**src/rtl/mc_controller.sv**
```systemverilog
// Multicycle ARM-style control unit: Moore FSM, ALU decoder, condition check and flag registers.
// Optional MC_STATE_DBG_EN adds a 4-bit state_dbg output carrying the state index.
module mc_controller (
    input  logic       clk,
    input  logic       rst_n,
    input  logic [3:0] Cond,
    input  logic [1:0] Op,
    input  logic [5:0] Funct,
    input  logic [3:0] Rd,
    input  logic [3:0] ALUFlags,
    output logic       PCWrite,
    output logic       MemWrite,
    output logic       RegWrite,
    output logic       IRWrite,
    output logic       AdrSrc,
    output logic       ALUSrcA,
    output logic [1:0] ResultSrc,
    output logic [1:0] ALUSrcB,
    output logic [1:0] ImmSrc,
    output logic [1:0] RegSrc,
    output logic [1:0] ALUControl
`ifdef MC_STATE_DBG_EN
    ,
    output logic [3:0] state_dbg
`endif
);

    typedef enum logic [3:0] {
        S_FETCH    = 4'd0,
        S_DECODE   = 4'd1,
        S_MEMADR   = 4'd2,
        S_MEMREAD  = 4'd3,
        S_MEMWB    = 4'd4,
        S_MEMWRITE = 4'd5,
        S_EXECUTER = 4'd6,
        S_EXECUTEI = 4'd7,
        S_ALUWB    = 4'd8,
        S_BRANCH   = 4'd9
    } state_t;

    state_t     r_state, w_next;
    logic [1:0] r_nz, r_cv;

    logic       w_irw, w_npc, w_asa, w_adr, w_regw, w_memw, w_aluop, w_branch;
    logic [1:0] w_asb, w_rsrc, w_alu_ctl, w_flag_w;
    logic       w_nowrite, w_cond_ex;
    logic       w_n, w_z, w_c, w_v;

    always_ff @(posedge clk) begin
        if (!rst_n) begin
            r_state <= S_FETCH;
            r_nz    <= 2'b00;
            r_cv    <= 2'b00;
        end else begin
            r_state <= w_next;
            if (w_flag_w[1] && w_cond_ex) r_nz <= ALUFlags[3:2];
            if (w_flag_w[0] && w_cond_ex) r_cv <= ALUFlags[1:0];
        end
    end

    always_comb begin
        w_next   = r_state;
        w_irw    = 1'b0;
        w_npc    = 1'b0;
        w_asa    = 1'b0;
        w_adr    = 1'b0;
        w_regw   = 1'b0;
        w_memw   = 1'b0;
        w_aluop  = 1'b0;
        w_branch = 1'b0;
        w_asb    = 2'b00;
        w_rsrc   = 2'b00;
        case (r_state)
            S_FETCH: begin
                w_next = S_DECODE;
                w_irw  = 1'b1;
                w_npc  = 1'b1;
                w_asa  = 1'b1;
                w_asb  = 2'b10;
                w_rsrc = 2'b10;
            end
            S_DECODE: begin
                w_asa  = 1'b1;
                w_asb  = 2'b10;
                w_rsrc = 2'b10;
                case (Op)
                    2'b01:   w_next = S_MEMADR;
                    2'b00:   w_next = Funct[5] ? S_EXECUTEI : S_EXECUTER;
                    2'b10:   w_next = S_BRANCH;
                    default: w_next = S_FETCH;
                endcase
            end
            S_MEMADR: begin
                w_next = Funct[0] ? S_MEMREAD : S_MEMWRITE;
                w_asb  = 2'b01;
            end
            S_MEMREAD: begin
                w_next = S_MEMWB;
                w_adr  = 1'b1;
            end
            S_MEMWB: begin
                w_next = S_FETCH;
                w_rsrc = 2'b01;
                w_regw = 1'b1;
            end
            S_MEMWRITE: begin
                w_next = S_FETCH;
                w_adr  = 1'b1;
                w_memw = 1'b1;
            end
            S_EXECUTER: begin
                w_next  = S_ALUWB;
                w_aluop = 1'b1;
            end
            S_EXECUTEI: begin
                w_next  = S_ALUWB;
                w_asb   = 2'b01;
                w_aluop = 1'b1;
            end
            S_ALUWB: begin
                w_next = S_FETCH;
                w_regw = 1'b1;
            end
            S_BRANCH: begin
                w_next   = S_FETCH;
                w_asb    = 2'b01;
                w_rsrc   = 2'b10;
                w_branch = 1'b1;
            end
            default: w_next = S_FETCH;
        endcase
    end

    always_comb begin
        w_alu_ctl = 2'b00;
        w_flag_w  = 2'b00;
        if (w_aluop) begin
            case (Funct[4:1])
                4'b0100: w_alu_ctl = 2'b00;
                4'b0010: w_alu_ctl = 2'b01;
                4'b0000: w_alu_ctl = 2'b10;
                4'b1100: w_alu_ctl = 2'b11;
                4'b1010: w_alu_ctl = 2'b01;
                default: w_alu_ctl = 2'b00;
            endcase
            w_flag_w[1] = Funct[0];
            w_flag_w[0] = Funct[0] && (w_alu_ctl == 2'b00 || w_alu_ctl == 2'b01);
        end
    end

    // CMP suppresses the write in ALUWB, where ALUOp is already low, so decode it from the instruction.
    assign w_nowrite = (Op == 2'b00) && (Funct[4:1] == 4'b1010);

    assign w_n = r_nz[1];
    assign w_z = r_nz[0];
    assign w_c = r_cv[1];
    assign w_v = r_cv[0];

    always_comb begin
        w_cond_ex = 1'b0;
        case (Cond)
            4'b0000: w_cond_ex = w_z;
            4'b0001: w_cond_ex = ~w_z;
            4'b0010: w_cond_ex = w_c;
            4'b0011: w_cond_ex = ~w_c;
            4'b0100: w_cond_ex = w_n;
            4'b0101: w_cond_ex = ~w_n;
            4'b0110: w_cond_ex = w_v;
            4'b0111: w_cond_ex = ~w_v;
            4'b1000: w_cond_ex = w_c & ~w_z;
            4'b1001: w_cond_ex = ~w_c | w_z;
            4'b1010: w_cond_ex = (w_n == w_v);
            4'b1011: w_cond_ex = (w_n != w_v);
            4'b1100: w_cond_ex = ~w_z & (w_n == w_v);
            4'b1101: w_cond_ex = w_z | (w_n != w_v);
            4'b1110: w_cond_ex = 1'b1;
            default: w_cond_ex = 1'b0;
        endcase
    end

    // Write strobes are also masked by rst_n so a store caught by reset never commits.
    assign RegWrite   = w_regw & w_cond_ex & ~w_nowrite & rst_n;
    assign MemWrite   = w_memw & w_cond_ex & rst_n;
    assign PCWrite    = w_npc | (w_cond_ex & (w_branch | (w_regw & (Rd == 4'd15))));
    assign IRWrite    = w_irw;
    assign AdrSrc     = w_adr;
    assign ALUSrcA    = w_asa;
    assign ALUSrcB    = w_asb;
    assign ResultSrc  = w_rsrc;
    assign ALUControl = w_alu_ctl;
    assign ImmSrc     = Op;
    assign RegSrc     = {Op == 2'b01, Op == 2'b10};

`ifdef MC_STATE_DBG_EN
    assign state_dbg = r_state;
`endif

endmodule

```
**config.mk**
```make
export PLATFORM = sky130hd
export DESIGN_NAME = mc_controller
export DESIGN_NICKNAME = d
export VERILOG_FILES = /design/src/rtl/mc_controller.sv
export SDC_FILE = /design/constraint.sdc
export NUM_CORES = 1
export LEC_CHECK = 0
export BUFFER_PORTS_ARGS = -buffer_cell sky130_fd_sc_hd__buf_2
export CAP_MARGIN = 20
export CORE_MARGIN = 10
export CORE_UTILIZATION = 40
export DETAILED_ROUTE_END_ITERATION = 7
export PLACE_DENSITY = 0.72
export RECOVER_POWER = 25
export SYNTH_ARGS = -nofsm -noshare
export SYNTH_HDL_FRONTEND = slang
export SYNTH_SLANG_ARGS = --single-unit
```
**constraint.sdc**
```tcl
create_clock -name clk -period 3.1 [get_ports clk]
set_input_delay 0.155 -clock clk [delete_from_list [all_inputs] [get_ports clk]]
set_output_delay 0.155 -clock clk [all_outputs]
set_load 0.1 [all_outputs]
```
# --- Yosys cells after proc, flatten, opt, wreduce, memory -nomap -nowiden ---
# Cells that the tools add are included.
totals:
  n_memories: 0
  mem_bits_rw: 0
  rom_bits: 0
  in_bits: 22
  elab_cells: 88
  register_bits: 8
  out_inout_bits: 16
  latchBits: 0
op_classes:
  mux: 18
  n_div: 0
  eq_ne: 32
  order_cmp: 0
  n_shift: 0
  n_bitwise: 18
  addsub: 0
  n_mul: 0
  n_reduce_logical: 17
op_table:
  columns: ["operator", "n"]
  rows:
  - ["$eq 4x4->1 const B", 12]
  - ["$eq 4x3->1 const B", 8]
  - ["$eq 4x2->1 const B", 5]
  - ["$pmux 4 s5", 1]
  - ["$pmux 1 s15", 1]
  - ["$logic_not 4->1", 3]
  - ["$pmux 4 s3", 1]
  - ["$reduce_or 2->1", 5]
  - ["$and 1x1->1", 9]
  - ["$eq 4x1->1 const B", 2]
  - ["$mux 1", 8]
  - ["$pmux 2 s2", 2]
  - ["$mux 2", 3]
  - ["$pmux 2 s3", 1]
  - ["$reduce_or 3->1", 2]
  - ["$not 1->1", 5]
  - ["$eq 2x1->1 const B", 2]
  - ["$logic_and 1x1->1", 4]
  - ["$logic_not 2->1", 2]
  - ["$or 1x1->1", 4]
  - ["$mux 3", 1]
  - ["$eq 2x2->1 const B", 1]
  - ["$eq 1x1->1", 1]
  - ["$logic_or 1x1->1", 1]
  - ["$ne 1x1->1", 1]

# --- Depth between registers and ports, before layout ---
depth:
  ltp_word: 9
  ltp_mapped: 7
  depth_no_buf: 6

# --- Worst setup path after synthesis ---
# OpenSTA, ideal clock, no wires.
synth_path:
  path_type: "register -> output"
  from: "reg r_state[0]"
  to: "out PCWrite"
  path_stages_with_launch: 4
  path_buffers: 1
  arrival_ps: 4268
  slack_ps: -1323
  required_ps: 2945
  path_cell_list: "dfxtp_1 -> buf_6 -> nor4_1 -> a211o_1"
synth_between:
  elab_cells_between_ends: 12
  cone_classes: "3 x eq/ne; 3 x mux; 4 x bitwise; 2 x reduce/logical"
synth_rtl:
  columns: ["element", "line_no", "rtl"]
  rows:
  - ["from (decl)", "41", "state_t r_state, w_next;"]
  - ["from (signal assigned)", "55", "r_state <= w_next;"]
  - ["$logic_not 4->1", null, null]
  - ["$mux 1", null, null]
  - ["named net IRWrite", "14", "output logic IRWrite,"]
  - ["$or 1x1->1", "184", "assign PCWrite = w_npc | (w_cond_ex & (w_branch | (w_regw & (Rd == 4'd15))));"]
  - ["to (decl)", "11", "output logic PCWrite,"]
# The timed path passes the listed nets, and every way through them passes these cells.

# --- Worst setup path after layout ---
layout_path:
  from: "reg r_cv[0]"
  to: "out PCWrite"
layout_between:
  elab_chain_cells: 5
  elab_cells_between_ends: 8
  cone_classes: "2 x eq/ne; 1 x mux; 5 x bitwise"
layout_rtl:
  columns: ["element", "line_no", "rtl"]
  rows:
  - ["from (decl)", "42", "logic [1:0] r_nz, r_cv;"]
  - ["from (signal assigned)", "57", "if (w_flag_w[0] && w_cond_ex) r_cv <= ALUFlags[1:0];"]
  - ["$ne 1x1->1 / $eq 1x1->1 (equally long branches)", null, null]
  - ["$or 1x1->1 / $and 1x1->1 (equally long branches)", "175, 174", null]
  - ["$pmux 1 s15 (*)", "161", "case (Cond)"]
  - ["$and 1x1->1 (*)", "184", null]
  - ["$or 1x1->1 (*)", "184", null]
# Every way passes the cells marked *; elsewhere a longest branch is shown, timed or not.

==> impl_metrics.ini <==
[synthesis]
synth_cell_types = 34
yosys_warnings = 0
avgSynthCellArea_um2 = 7.40
yosysTopAreaCellShare = 0.202
synth_nets = 129
synthCells = 107
synth_seq_cells = 8
netlist_area_um2 = 792
yosysTopAreaCell = dfxtp_1
seq_area_frac_synth = 0.202
synth_area_leaders = dfxtp_1 20%, mux2i_1 7.6%, nand2_1 7.6%

[clock_network]
tritoncts = built
clock-sinks = 8
cts_root_buf = clkbuf_4
postCtsHoldBufs = 0
clkTransAtPathRegs_ns = 0.05
cts.path.max_buffers = 2
cts_resized = 0
cts_setup_buffers = 0
cts_htree_levels = 1
numCtsBuffers = 3
clock_latency_ns = 0.24

[finish]
fillers = 206
antennaDiodeCount = 0
layout_commonest_cell = buf_2
drive_above_1_share = 0.297
syn_to_final_growth_pct = 22.3
finalNonFillerCells = 165
final_nets = 162
final_cell_mix = 33 x buf_2, 16 x nand2_1, 9 x nor2_1, 8 x nor3_1, 8 x dfxtp_1

[setup_path]
critical_path_required_ns = 2.94
cpLargestDelayFamily = simple AND/OR/NAND/NOR gates
setup.worst_path.class = reg -> out
cpPeakStageDelay_ns = 0.42
worst_ep_arrival_time_ns = 2.10
cp_max_fo = 4
cp-end-kind = output port
cp_slowest_cell = nor4_2
startpoint_type = flop
cp_cell_sequence = xor2_2 > o21ai_1 > a31oi_1 > nor4_2 > nand2_1 > a211o_1 > buf_2
cp_num_buf_inv = 1

[power]
p_per_area_mw_per_mm2 = 405
max-vdd-ir-drop_mv = 0.294
power_w = 0.000392
p_leak_nw = 0.400

[sta]
clock_skew_ns = 0.00252
finalHoldViolCount = 0
slew_viol_final = 0
fin_ws_ns = 0.841
fin_tns_setup_ns = 0
finalCritPeriodShare = 0.729
fmax_mhz = 443
tightestPinTransition_ns = 1.18
finalCriticalPeriod_ns = 2.26
finalSetupViolCount = 0
max_slew_margin = 0.215
rsz0062_at_grt = false
holdWs_ns = 0.162

[floorplan]
die_x_um = 64.5
core_mm2 = 0.00192
start_util = 0.412
die_h_um = 64.5
rows = 16
fp.dieArea_mm2 = 0.00416
io_pins = 38

[place]
hpwl_mm = 1.80
placedCellCount = 162
port_buffers = 37
routabilityCongestion = 0.860
pre_cts_ws_ns = 1.11

[grt]
grt_overflow_total = 0
grt_max_degree = 21
antenna_found_initial = 0
grt_pass1_vias = 805
grt_pass1_wl_mm = 3.63
track_usage = 0.102

[drt]
routed_via_density = 5.07
first_pass_iters = 4
wl_mm = 2.20
avgRoutedWirePerCell_um = 13.3
drt_iter0_drc = 25
post-route-drc-count = 0
drtAntennaViolNets = 0
via_count = 836

[hold_path]
hold_path_class = in -> reg

[status]
status = completed

[flow_run]
maxCapViolations = 0
-- logic make-up after synthesis --
family,count (synthesis),share of synthesized area
simple gates,57,0.382
compound gates,20,0.161
buf+inv,10,0.0995
flops,8,0.202
mux,7,0.0900
xor+xnor,5,0.0648
-- worst min-delay path: cells and delay by family --
kind / cells / cell delay, ns
buffers and inverters: 1 / 0.10
multiplexers: 1 / 0.05
AND/OR/NAND/NOR: 1 / 0.04
-- cell usage after synthesis (all sizes together) --
master	count
a211oi	2
nand3	1
xor2	3
nand4	2
clkbuf	2
nand2b	5
nor2	9
a31oi	2
o21ai	6
nor3b	5
a21oi	4
nor4	2
nor3	8
inv	1
a211o	1
buf	7
a22oi	2
or3	1
xnor2	2
nand2	16
nor2b	4
and4	2
a2111oi	1
o22a	1
nand3b	1
and2b	1
dfxtp	8
mux2	1
mux2i	6
o21a	1
-- layer usage --
| layer | track usage | vias to the layer above | wire length, um |
|---|---|---|---|
| met3 | 0.0309 | 2 | 124 |
| met1 | 0.112 | 378 | 940 |
| met2 | 0.191 | 15 | 1130 |
| met5 | 0 | - | 0 |
| li1 | - | 441 | - |
| met4 | 0.0160 | 0 | 8 |
-- flip-flops by register name (all words and copies together), names as in the netlist --
signal / count
r_state: 4
r_nz: 2
r_cv: 2
-- worst paths after layout --
check	start	to	slack, ns	cells after the start
min	ALUFlags[1]	r_cv[1]$_SDFFE_PN0P_	0.16	3
max	r_cv[0]$_SDFFE_PN0P_	PCWrite	0.84	7
min reg2reg	r_cv[1]$_SDFFE_PN0P_	r_cv[1]$_SDFFE_PN0P_	0.49	2
max reg2reg	r_state[2]$_SDFF_PN0_	r_cv[0]$_SDFFE_PN0P_	1.34	5
-- through the flow --
stage          utilization  instance area [um^2]
2_1_floorplan            -                   807
3_3_place_gp         0.495                   951
3_5_place_dp         0.495                   951
4_1_cts              0.507                   973
5_1_grt              0.504                   968
6_report             0.504                   968
-- cell type report --
| cell class | count | area [um^2] | area share |
|---|---|---|---|
| multi-input combinational | 89 | 568 | 0.587 |
| timing repair buffer | 37 | 180 | 0.186 |
| sequential | 8 | 160 | 0.165 |
| tap | 27 | 33.8 | 0.0349 |
| clock buffer | 3 | 22.5 | 0.0233 |
| inverter | 1 | 3.75 | 0.00388 |
-- report_power, final --
group	switching, W	internal, W
clock	0.0000303	0.0000440
combinational	0.000153	0.0000450
sequential	0.0000132	0.000107
Power figures use the tool's default switching activity.
